==> src/rtl/csr_fifo_register_pkg.sv <==
// Shared constants and status packing for the CSR-mapped TX/RX FIFO pair.
package csr_fifo_register_pkg;

    localparam int ST_RX_EMPTY     = 0;
    localparam int ST_RX_FULL      = 1;
    localparam int ST_TX_EMPTY     = 2;
    localparam int ST_TX_FULL      = 3;
    localparam int ST_RX_UFLOW     = 4;
    localparam int ST_TX_OFLOW     = 5;
    localparam int CTL_RX_FLUSH    = 6;
    localparam int CTL_TX_FLUSH    = 7;
    localparam int ST_RX_COUNT_LSB = 8;
    localparam int ST_TX_COUNT_LSB = 16;
    localparam int ST_COUNT_W      = 8;

    typedef struct packed {
        logic       rx_empty;
        logic       rx_full;
        logic       tx_empty;
        logic       tx_full;
        logic       rx_uflow;
        logic       tx_oflow;
        logic [7:0] rx_count;
        logic [7:0] tx_count;
    } status_t;

    function automatic logic [31:0] pack_status(status_t s);
        logic [31:0] w;
        w = '0;
        w[ST_RX_EMPTY] = s.rx_empty;
        w[ST_RX_FULL]  = s.rx_full;
        w[ST_TX_EMPTY] = s.tx_empty;
        w[ST_TX_FULL]  = s.tx_full;
        w[ST_RX_UFLOW] = s.rx_uflow;
        w[ST_TX_OFLOW] = s.tx_oflow;
        w[ST_RX_COUNT_LSB +: ST_COUNT_W] = s.rx_count;
        w[ST_TX_COUNT_LSB +: ST_COUNT_W] = s.tx_count;
        return w;
    endfunction

endpackage

==> src/rtl/csr_fifo.sv <==
// Power-of-two circular FIFO with flush; pops on empty are ignored and
// a push into a full FIFO is accepted only alongside a pop.
module csr_fifo #(
    parameter int WIDTH = 32,
    parameter int DEPTH = 4
) (
    input  logic                     clk,
    input  logic                     rst,
    input  logic                     push,
    input  logic                     pop,
    input  logic                     flush,
    input  logic [WIDTH-1:0]         din,
    output logic [WIDTH-1:0]         head,
    output logic                     full,
    output logic                     empty,
    output logic [$clog2(DEPTH):0]   count
);

    localparam int AW = $clog2(DEPTH);
    localparam int CW = AW + 1;

    logic [WIDTH-1:0] mem [DEPTH];
    logic [AW-1:0]    rd_ptr;
    logic [AW-1:0]    wr_ptr;
    logic             pop_eff;
    logic             push_eff;

    assign empty    = (count == '0);
    assign full     = (count == CW'(DEPTH));
    assign pop_eff  = pop && !empty;
    assign push_eff = push && (!full || pop_eff);
    assign head     = mem[rd_ptr];

    // Storage is intentionally not reset; only pointers define contents.
    always_ff @(posedge clk) begin
        if (push_eff) begin
            mem[wr_ptr] <= din;
        end
    end

    always_ff @(posedge clk or negedge rst) begin
        if (!rst) begin
            rd_ptr <= '0;
            wr_ptr <= '0;
            count  <= '0;
        end else if (flush) begin
            rd_ptr <= '0;
            wr_ptr <= '0;
            count  <= '0;
        end else begin
            if (push_eff) begin
                wr_ptr <= wr_ptr + AW'(1);
            end
            if (pop_eff) begin
                rd_ptr <= rd_ptr + AW'(1);
            end
            case ({push_eff, pop_eff})
                2'b10:   count <= count + CW'(1);
                2'b01:   count <= count - CW'(1);
                default: count <= count;
            endcase
        end
    end

endmodule

==> src/rtl/csr_fifo_register.sv <==
// CSR-mapped FIFO port: data address pushes TX / pops RX, status address
// reports levels and sticky errors and accepts W1C and flush controls.
module csr_fifo_register
    import csr_fifo_register_pkg::*;
#(
    parameter logic [11:0] ADDRESS        = 12'h000,
    parameter logic [11:0] STATUS_ADDRESS = ADDRESS + 12'd1,
    parameter int          WIDTH          = 32,
    parameter int          DEPTH          = 4
) (
    input  logic             clk,
    input  logic             rst,
    input  logic             csrWriteEnable,
    input  logic             csrReadEnable,
    input  logic [11:0]      csrWriteAddress,
    input  logic [11:0]      csrReadAddress,
    input  logic [31:0]      csrWriteData,
    output logic [31:0]      csrReadData,
    output logic             csrRequestOutput,
    output logic [WIDTH-1:0] txData,
    output logic             txValid,
    input  logic             txReady,
    input  logic [WIDTH-1:0] rxData,
    input  logic             rxValid,
    output logic             rxReady
);

    localparam int CW = $clog2(DEPTH) + 1;

    logic          wr_data;
    logic          wr_stat;
    logic          rd_data;
    logic          rd_stat;
    logic          tx_push;
    logic          tx_pop;
    logic          tx_flush;
    logic          tx_full;
    logic          tx_empty;
    logic [CW-1:0] tx_count;
    logic          rx_push;
    logic          rx_pop;
    logic          rx_flush;
    logic          rx_full;
    logic          rx_empty;
    logic [CW-1:0] rx_count;
    logic [WIDTH-1:0] rx_head;
    logic [31:0]   rx_ext;
    logic          rx_uflow;
    logic          tx_oflow;
    logic          rx_uflow_set;
    logic          tx_oflow_set;
    logic          rx_uflow_clr;
    logic          tx_oflow_clr;
    status_t       status;
    logic          unused_bits;

    assign wr_data = csrWriteEnable && (csrWriteAddress == ADDRESS);
    assign wr_stat = csrWriteEnable && (csrWriteAddress == STATUS_ADDRESS);
    assign rd_data = csrReadEnable && (csrReadAddress == ADDRESS);
    assign rd_stat = csrReadEnable && (csrReadAddress == STATUS_ADDRESS);

    assign csrRequestOutput = rd_data || rd_stat;

    assign tx_push  = wr_data;
    assign tx_pop   = txValid && txReady;
    assign tx_flush = wr_stat && csrWriteData[CTL_TX_FLUSH];
    assign rx_push  = rxValid && rxReady;
    assign rx_pop   = rd_data && !rx_empty;
    assign rx_flush = wr_stat && csrWriteData[CTL_RX_FLUSH];

    assign txValid = !tx_empty;
    assign rxReady = !rx_full;

    assign rx_uflow_set = rd_data && rx_empty;
    assign tx_oflow_set = wr_data && tx_full && !tx_pop;
    assign rx_uflow_clr = wr_stat && csrWriteData[ST_RX_UFLOW];
    assign tx_oflow_clr = wr_stat && csrWriteData[ST_TX_OFLOW];

    assign unused_bits = ^csrWriteData;

    csr_fifo #(
        .WIDTH (WIDTH),
        .DEPTH (DEPTH)
    ) u_tx (
        .clk   (clk),
        .rst   (rst),
        .push  (tx_push),
        .pop   (tx_pop),
        .flush (tx_flush),
        .din   (csrWriteData[WIDTH-1:0]),
        .head  (txData),
        .full  (tx_full),
        .empty (tx_empty),
        .count (tx_count)
    );

    csr_fifo #(
        .WIDTH (WIDTH),
        .DEPTH (DEPTH)
    ) u_rx (
        .clk   (clk),
        .rst   (rst),
        .push  (rx_push),
        .pop   (rx_pop),
        .flush (rx_flush),
        .din   (rxData),
        .head  (rx_head),
        .full  (rx_full),
        .empty (rx_empty),
        .count (rx_count)
    );

    // A same-cycle set wins over write-1-to-clear.
    always_ff @(posedge clk or negedge rst) begin
        if (!rst) begin
            rx_uflow <= 1'b0;
            tx_oflow <= 1'b0;
        end else begin
            rx_uflow <= rx_uflow_set | (rx_uflow & ~rx_uflow_clr);
            tx_oflow <= tx_oflow_set | (tx_oflow & ~tx_oflow_clr);
        end
    end

    always_comb begin
        status          = '0;
        status.rx_empty = rx_empty;
        status.rx_full  = rx_full;
        status.tx_empty = tx_empty;
        status.tx_full  = tx_full;
        status.rx_uflow = rx_uflow;
        status.tx_oflow = tx_oflow;
        status.rx_count = 8'(rx_count);
        status.tx_count = 8'(tx_count);
    end

    always_comb begin
        rx_ext = '0;
        rx_ext[WIDTH-1:0] = rx_head;
    end

    always_comb begin
        csrReadData = '0;
        unique case (1'b1)
            rd_data: csrReadData = rx_empty ? 32'd0 : rx_ext;
            rd_stat: csrReadData = pack_status(status);
            default: csrReadData = '0;
        endcase
    end

endmodule

==> config.mk <==
export PLATFORM = sky130hd
export DESIGN_NAME = csr_fifo_register
export DESIGN_NICKNAME = d
export VERILOG_FILES = /design/src/rtl/csr_fifo_register_pkg.sv /design/src/rtl/csr_fifo.sv /design/src/rtl/csr_fifo_register.sv
export SDC_FILE = /design/constraint.sdc
export NUM_CORES = 1
export LEC_CHECK = 0
export ABC_AREA = 0
export CAP_MARGIN = 20
export CORE_UTILIZATION = 30
export CTS_BUF_LIST = sky130_fd_sc_hd__clkbuf_2
export CTS_CLUSTER_DIAMETER = 30
export CTS_CLUSTER_SIZE = 25
export DETAILED_ROUTE_END_ITERATION = 10
export PLACE_DENSITY_LB_ADDON = 0.15
export SLEW_MARGIN = 30
export SYNTH_ARGS = -nofsm -noshare
export SYNTH_HDL_FRONTEND = slang
export SYNTH_SLANG_ARGS = --single-unit
==> constraint.sdc <==
create_clock -name clk -period 3.04 [get_ports clk]
set_clock_uncertainty 0.05 [all_clocks]
set_input_delay 0.76 -clock clk [delete_from_list [all_inputs] [get_ports clk]]
set_output_delay 0.76 -clock clk [all_outputs]
set_load 0.02 [all_outputs]
Word-level counts from Yosys, hierarchy flattened

Memories as Yosys holds them, arrays and structs flattened.
Index checks and enable logic that the tools add are counted.

Add/sub/neg operators: 8
Eq/ne operators: 8
Mux-type cells: 18
Bitwise operators: 6
Reductions and logical operators: 36

Operators by type and width:

| operator                                                               | count |
|---|---|
| 32-bit case mux with 2 select lines                                    | 1 |
| 32-bit 2-to-1 mux                                                      | 1 |
| 12-bit by 1-bit equality test with 1-bit output, second input constant | 2 |
| 12-bit zero test                                                       | 2 |
| 1-bit logical AND                                                      | 18 |
| 2-bit 2-to-1 mux                                                       | 8 |
| 3-bit case mux with 2 select lines                                     | 2 |
| 2-bit by 1-bit adder with 2-bit output, second input constant          | 4 |
| 2-bit nonzero test                                                     | 4 |
| 3-bit by 1-bit adder with 3-bit output, second input constant          | 2 |
| 3-bit equality test, second input constant                             | 2 |
| 3-bit zero test                                                        | 2 |
| 3-bit 2-to-1 mux                                                       | 2 |
| 3-bit nonzero test                                                     | 2 |
| 3-bit by 1-bit subtractor with 3-bit output, second input constant     | 2 |
| 1-bit zero test                                                        | 5 |
| 2-bit by 1-bit equality test with 1-bit output, second input constant  | 2 |
| 2-bit equality test, second input constant                             | 2 |
| 1-bit 2-to-1 mux                                                       | 4 |
| 1-bit logical OR                                                       | 3 |
| 1-bit AND                                                              | 2 |
| 1-bit inverter                                                         | 2 |
| 1-bit OR                                                               | 2 |

Register bits after elaboration: 16
RAM bits: 256
Input port bits: 94
Memories: 2

Memory list:

| name     | words | bits a word | rd ports | clocked after Yosys merged registers in | wr ports | line           | text |
|---|---|---|---|---|---|---|---|
| u_rx.mem | 4     | 32          | 1        | 0                                       | 1        | csr_fifo.sv:22 | `logic [WIDTH-1:0] mem [DEPTH];` |
| u_tx.mem | 4     | 32          | 1        | 0                                       | 1        | csr_fifo.sv:22 |  |

Longest topological paths before layout

Depth in word-level cells: 9
Mapped depth: 12

By module

Synthesis repeated with hierarchy kept, for this count alone.

Cell total of the unflattened synthesis: 533
Area total of the unflattened synthesis: 10969.3 um^2

By module, submodules not included:

| module            | instances | cells each | area each (um^2) | sequential area each (um^2) |
|---|---|---|---|---|
| csr_fifo (u_tx)   | 1         | 232        | 5236.3           | 4018.9 |
| csr_fifo (u_rx)   | 1         | 233        | 5196.2           | 4018.9 |
| csr_fifo_register | 1         | 68         | 536.8            | 50.0 |

Worst setup path before layout

No wires, ideal clock.

Kind: input port to output port
Start: in csrReadAddress[1]
End: out csrReadData[3]
Arrival: 2.192 ns
Path slack: 0.038 ns
Stages: 6
Buffers on the path: 1
Path through: nor4b_1 and3_1 buf_2 and2_1 nand2_1 o31ai_1

Longest elaborated chain between the ends: 3
Elaborated cells between the ends (all ways): 5
Those cells by class: eq/ne: 1; mux: 1; reduce/logical: 3

RTL lines:

| what                                                                                       | line                                             | text |
|---|---|---|
| start: declaration                                                                         | csr_fifo_register.sv:16                          | `input logic [11:0] csrReadAddress,` |
| 12-bit by 1-bit equality test with 1-bit output / 12-bit zero test (equally long branches) | csr_fifo_register.sv:60, csr_fifo_register.sv:59 |  |
| 1-bit logical AND, on equally long branches                                                | csr_fifo_register.sv:60, csr_fifo_register.sv:59 |  |
| 32-bit case mux with 2 select lines *                                                      | csr_fifo_register.sv:143                         | `unique case (1'b1)` |
| end: declaration                                                                           | csr_fifo_register.sv:18                          | `output logic [31:0] csrReadData,` |

Every way passes the cells marked *; elsewhere a longest branch is shown, timed or not.

Worst setup path in the final report

Start: reg u_rx.rd_ptr[0]
End: out csrReadData[3]

Longest elaborated chain between the ends: 3

RTL lines:

| what                                | line                     | text |
|---|---|---|
| start: declaration                  | csr_fifo.sv:23           | `logic [AW-1:0] rd_ptr;` |
| start signal: assignment            | csr_fifo.sv:55           | `rd_ptr <= rd_ptr + AW'(1);` |
| memory read 4 x 32 bit              | n/a                      |  |
| 32-bit 2-to-1 mux                   | csr_fifo_register.sv:144 | `rd_data: csrReadData = rx_empty ? 32'd0 : rx_ext;` |
| 32-bit case mux with 2 select lines | csr_fifo_register.sv:143 |  |

Every way passes these cells.

==> impl_metrics.ini <==
[critical_path]
endpoint_kind = output pin
start_kind = register
path_max_fanout = 4
critPathArrivalTime_ns = 2.44
r2r_setup_slack_ns = 0.58
cp_data_required_time_ns = 2.23
critPathKind = register to output pin

[placed_design]
io_buffers = 160
hpwl_um = 15100
placedCellCount = 1149
place.gp.congestion = 0.757

[die]
ios = 161
core_um2 = 34900
die_w_um = 191
die_area_um2 = 36500
die_h_um = 191
start_util = 0.307
rows = 68

[clock_network]
numCtsBuffers = 68
cts_tree = done
htreeDepth = 3
clock_sinks = 272
clockRootBuffer = clkbuf_2
clkTransAtPathRegs_ns = 0.11
cts_buffer_depth = 3
clk_latency_ns = 0.83

[final_layout]
multi_input_area_um2 = 2650
seq_area_um2 = 8090
drive_gt1_frac = 0.425
fin_util = 0.425
fin_nets = 902
area_growth_pct = 38.4
fillCellCount = 3128
layoutNonFillerInstCount = 1303

[logic_synthesis]
synth_area_um2 = 10700
yosys_warnings = 0
synth_top_family_by_area = multiplexers
synthSimpleGateAreaFrac = 0.0522
synth_cell_type_count = 45
synth_compound_area_frac = 0.0189
synth_edf_count = 256
synthXorXnorAreaFrac = 0.00735
muxShareOfSynthArea = 0.138
syn_inst = 524
ys_ff_latch = 272
avgSynthCellArea_um2 = 20.5
async_flop_share = 0.0588
synth_fa_ha_area_frac = 0.0131
seq_area_frac_synth = 0.754
synth_nets = 628
ys.flop_type = edfxtp_1

[timing]
max-slew-margin-rel = 0.658
finalSetupViolations = 36
rsz0062_at_grt = true
worstMarginPinSlew_ns = 0.512
fin_ws_ns = -0.212
slew_violations = 0
whs_ns = 0.344
period_share = 1.07
fmax_ghz = 0.308
fin_crit_ns = 3.25
finalHoldViolations = 0

[global_routing]
grt_pass1_vias = 6829
grt_max_degree = 34
grt-ovfl-total = 0
grt_pass1_wl_um = 38900
antenna_found_initial = 3
grtUsageTotal = 0.145

[power_and_ir_drop]
power_density_nw_per_um2 = 722
power_leakage_uw = 0.00531
vdd_drop_max_mv = 0.366
finalPower_uw = 10700

[drt]
drt.antenna.violating_nets = 0
drt-initial-drc-count = 196
drc = 0
drt-vias-per-instance = 4.67
dr_total_vias = 6091
wl_per_cell_um = 20.0
finalWirelength_um = 26000
drt_pass1_iterations = 4

[min_path]
hold_path.class = input pin to asynchronous set/reset pin

[run]
maxCapViolCount = 0

[run_status]
violations = negative setup slack
status = finished, violations left
path summary, 6_finish.rpt:
| path | from | end | cells past startpoint |
|---|---|---|---|
| min in group clk | rxData[25] | u_rx.mem[3][25]$_DFFE_PP_ | 1 |
| hold / removal | rst | u_rx.count[2]$_DFFE_PN0P_ | 2 |
| max in group asynchronous | rst | u_tx.rd_ptr[1]$_DFFE_PN0P_ | 2 |
| setup / recovery | u_rx.rd_ptr[0]$_DFFE_PN0P_ | csrReadData[3] | 7 |
| setup reg to reg | u_rx.count[1]$_DFFE_PN0P_ | u_rx.count[2]$_DFFE_PN0P_ | 11 |
| hold reg to reg | rx_uflow$_DFF_PN0_ | rx_uflow$_DFF_PN0_ | 2 |
state kept, by name, summed over array words and instances (netlist names):
signal,flops
rx_uflow,1
tx_oflow,1
u_rx.count,3
u_rx.mem,128
u_rx.rd_ptr,2
u_rx.wr_ptr,2
u_tx.count,3
u_tx.mem,128
u_tx.rd_ptr,2
u_tx.wr_ptr,2
synthesized netlist by cell type (2+ instances only):
library cell / n / area share
nand2_1: 26 / 0.0091
ha_1: 8 / 0.0093
a21oi_1: 5 / 0.0023
nor2_1: 15 / 0.0053
nor4_4: 2 / 0.0040
inv_1: 15 / 0.0053
xnor2_1: 6 / 0.0049
mux2i_1: 3 / 0.0028
and3_1: 25 / 0.015
o21ai_0: 11 / 0.0051
dfrtp_1: 16 / 0.037
edfxtp_1: 256 / 0.72
a22o_1: 2 / 0.0016
xor2_1: 3 / 0.0025
nand3_1: 5 / 0.0023
fa_1: 2 / 0.0037
buf_2: 10 / 0.0047
nor4b_1: 3 / 0.0025
mux4_2: 64 / 0.13
clkbuf_1: 14 / 0.0049
nor4_1: 2 / 0.0012
and2_1: 7 / 0.0041
or3_1: 2 / 0.0012
layout by cell type (no fill, tap or decap), types with 4 or more instances in the layout:
| cell | Yosys | final |
|---|---|---|
| edfxtp_1 | 256 | 256 |
| clkbuf_2 | 0 | 81 |
| clkdlybuf4s50_1 | 0 | 80 |
| buf_6 | 1 | 65 |
| mux4_2 | 64 | 64 |
| buf_4 | 0 | 31 |
| nand2_1 | 26 | 22 |
| buf_12 | 0 | 22 |
| and3_4 | 0 | 21 |
| nor2_1 | 15 | 15 |
| inv_1 | 15 | 14 |
| clkinv_1 | 0 | 12 |
| dlymetal6s2s_1 | 0 | 12 |
| dfrtp_1 | 16 | 12 |
| clkinv_2 | 0 | 11 |
| bufinv_16 | 0 | 10 |
| ha_1 | 8 | 8 |
| o21ai_0 | 11 | 7 |
| buf_2 | 10 | 7 |
| xnor2_1 | 6 | 6 |
| nand3_1 | 5 | 5 |
| a21oi_1 | 5 | 5 |
| buf_16 | 0 | 5 |
| nand2_2 | 0 | 4 |
| and3_2 | 0 | 4 |
| and2_2 | 0 | 4 |
| buf_8 | 0 | 4 |
| dfrtp_2 | 0 | 4 |
critical path, cell delays in order, from the launching register on:
cell,delay [ns]
dfrtp_2,0.44
buf_12,0.14
buf_12,0.11
buf_6,0.12
mux4_2,0.52
nand2_2,0.08
o31ai_1,0.06
buf_2,0.17
metrics by stage:
step                      instance area, um2  setup slack, ns  setup TNS, ns
final                                  14800           -0.212          -3.89
after global routing                   14800           -0.405         -12.30
after CTS                              14600           -0.368         -12.63
after detailed placement               13200           -0.942         -27.42
after global placement                 13200           -0.858         -25.01
after floorplan                        10700           0.0377              0
per-layer routing:
layer | part of all wire | global-route usage
met4 | 0.021 | 0.0615
met3 | 0.063 | 0.0422
met5 | 0.00096 | 0
met1 | 0.41 | 0.171
met2 | 0.51 | 0.245
cell type report:
| class | instances | share of cell area |
|---|---|---|
| antenna | 1 | 0.000169 |
| sequential | 272 | 0.545 |
| clock buffer | 81 | 0.0273 |
| timing repair buffer | 229 | 0.177 |
| inverter | 15 | 0.00379 |
| tap | 455 | 0.0384 |
| clock inverter | 38 | 0.0291 |
| multi-input combinational | 212 | 0.179 |
cells by family (layout without fill, tap and decap cells):
logic type                 after synthesis  count (layout)
buffers and inverters                   40             363
DFF                                    272             272
xor gates and xnor gates                 9               9
other                                    0               1
muxes                                   68              68
adders and majority gates               10              10
AOI/OAI and AO/OA                       31              31
and+or+nand+nor                         94              94
power breakdown:
group	switching, uW	internal [uW]	leakage [uW]
Combinational	1400	1510	0.00224
Clock	1530	1620	0.000553
Sequential	158	4490	0.00251
Total	3090	7620	0.00531
what timing repair did:
action | 4_1_cts | 5_1_grt
gates cloned | 7 | 1
gates resized for setup | 434 | 48
hold endpoints to repair | 0 | 16
pin swaps | 28 | 7
endpoints found under the setup margin | 67 | 65
setup buffers | 18 | 16
hold buffers | 0 | 1
No activity file was read; power rests on OpenSTA's default activity.
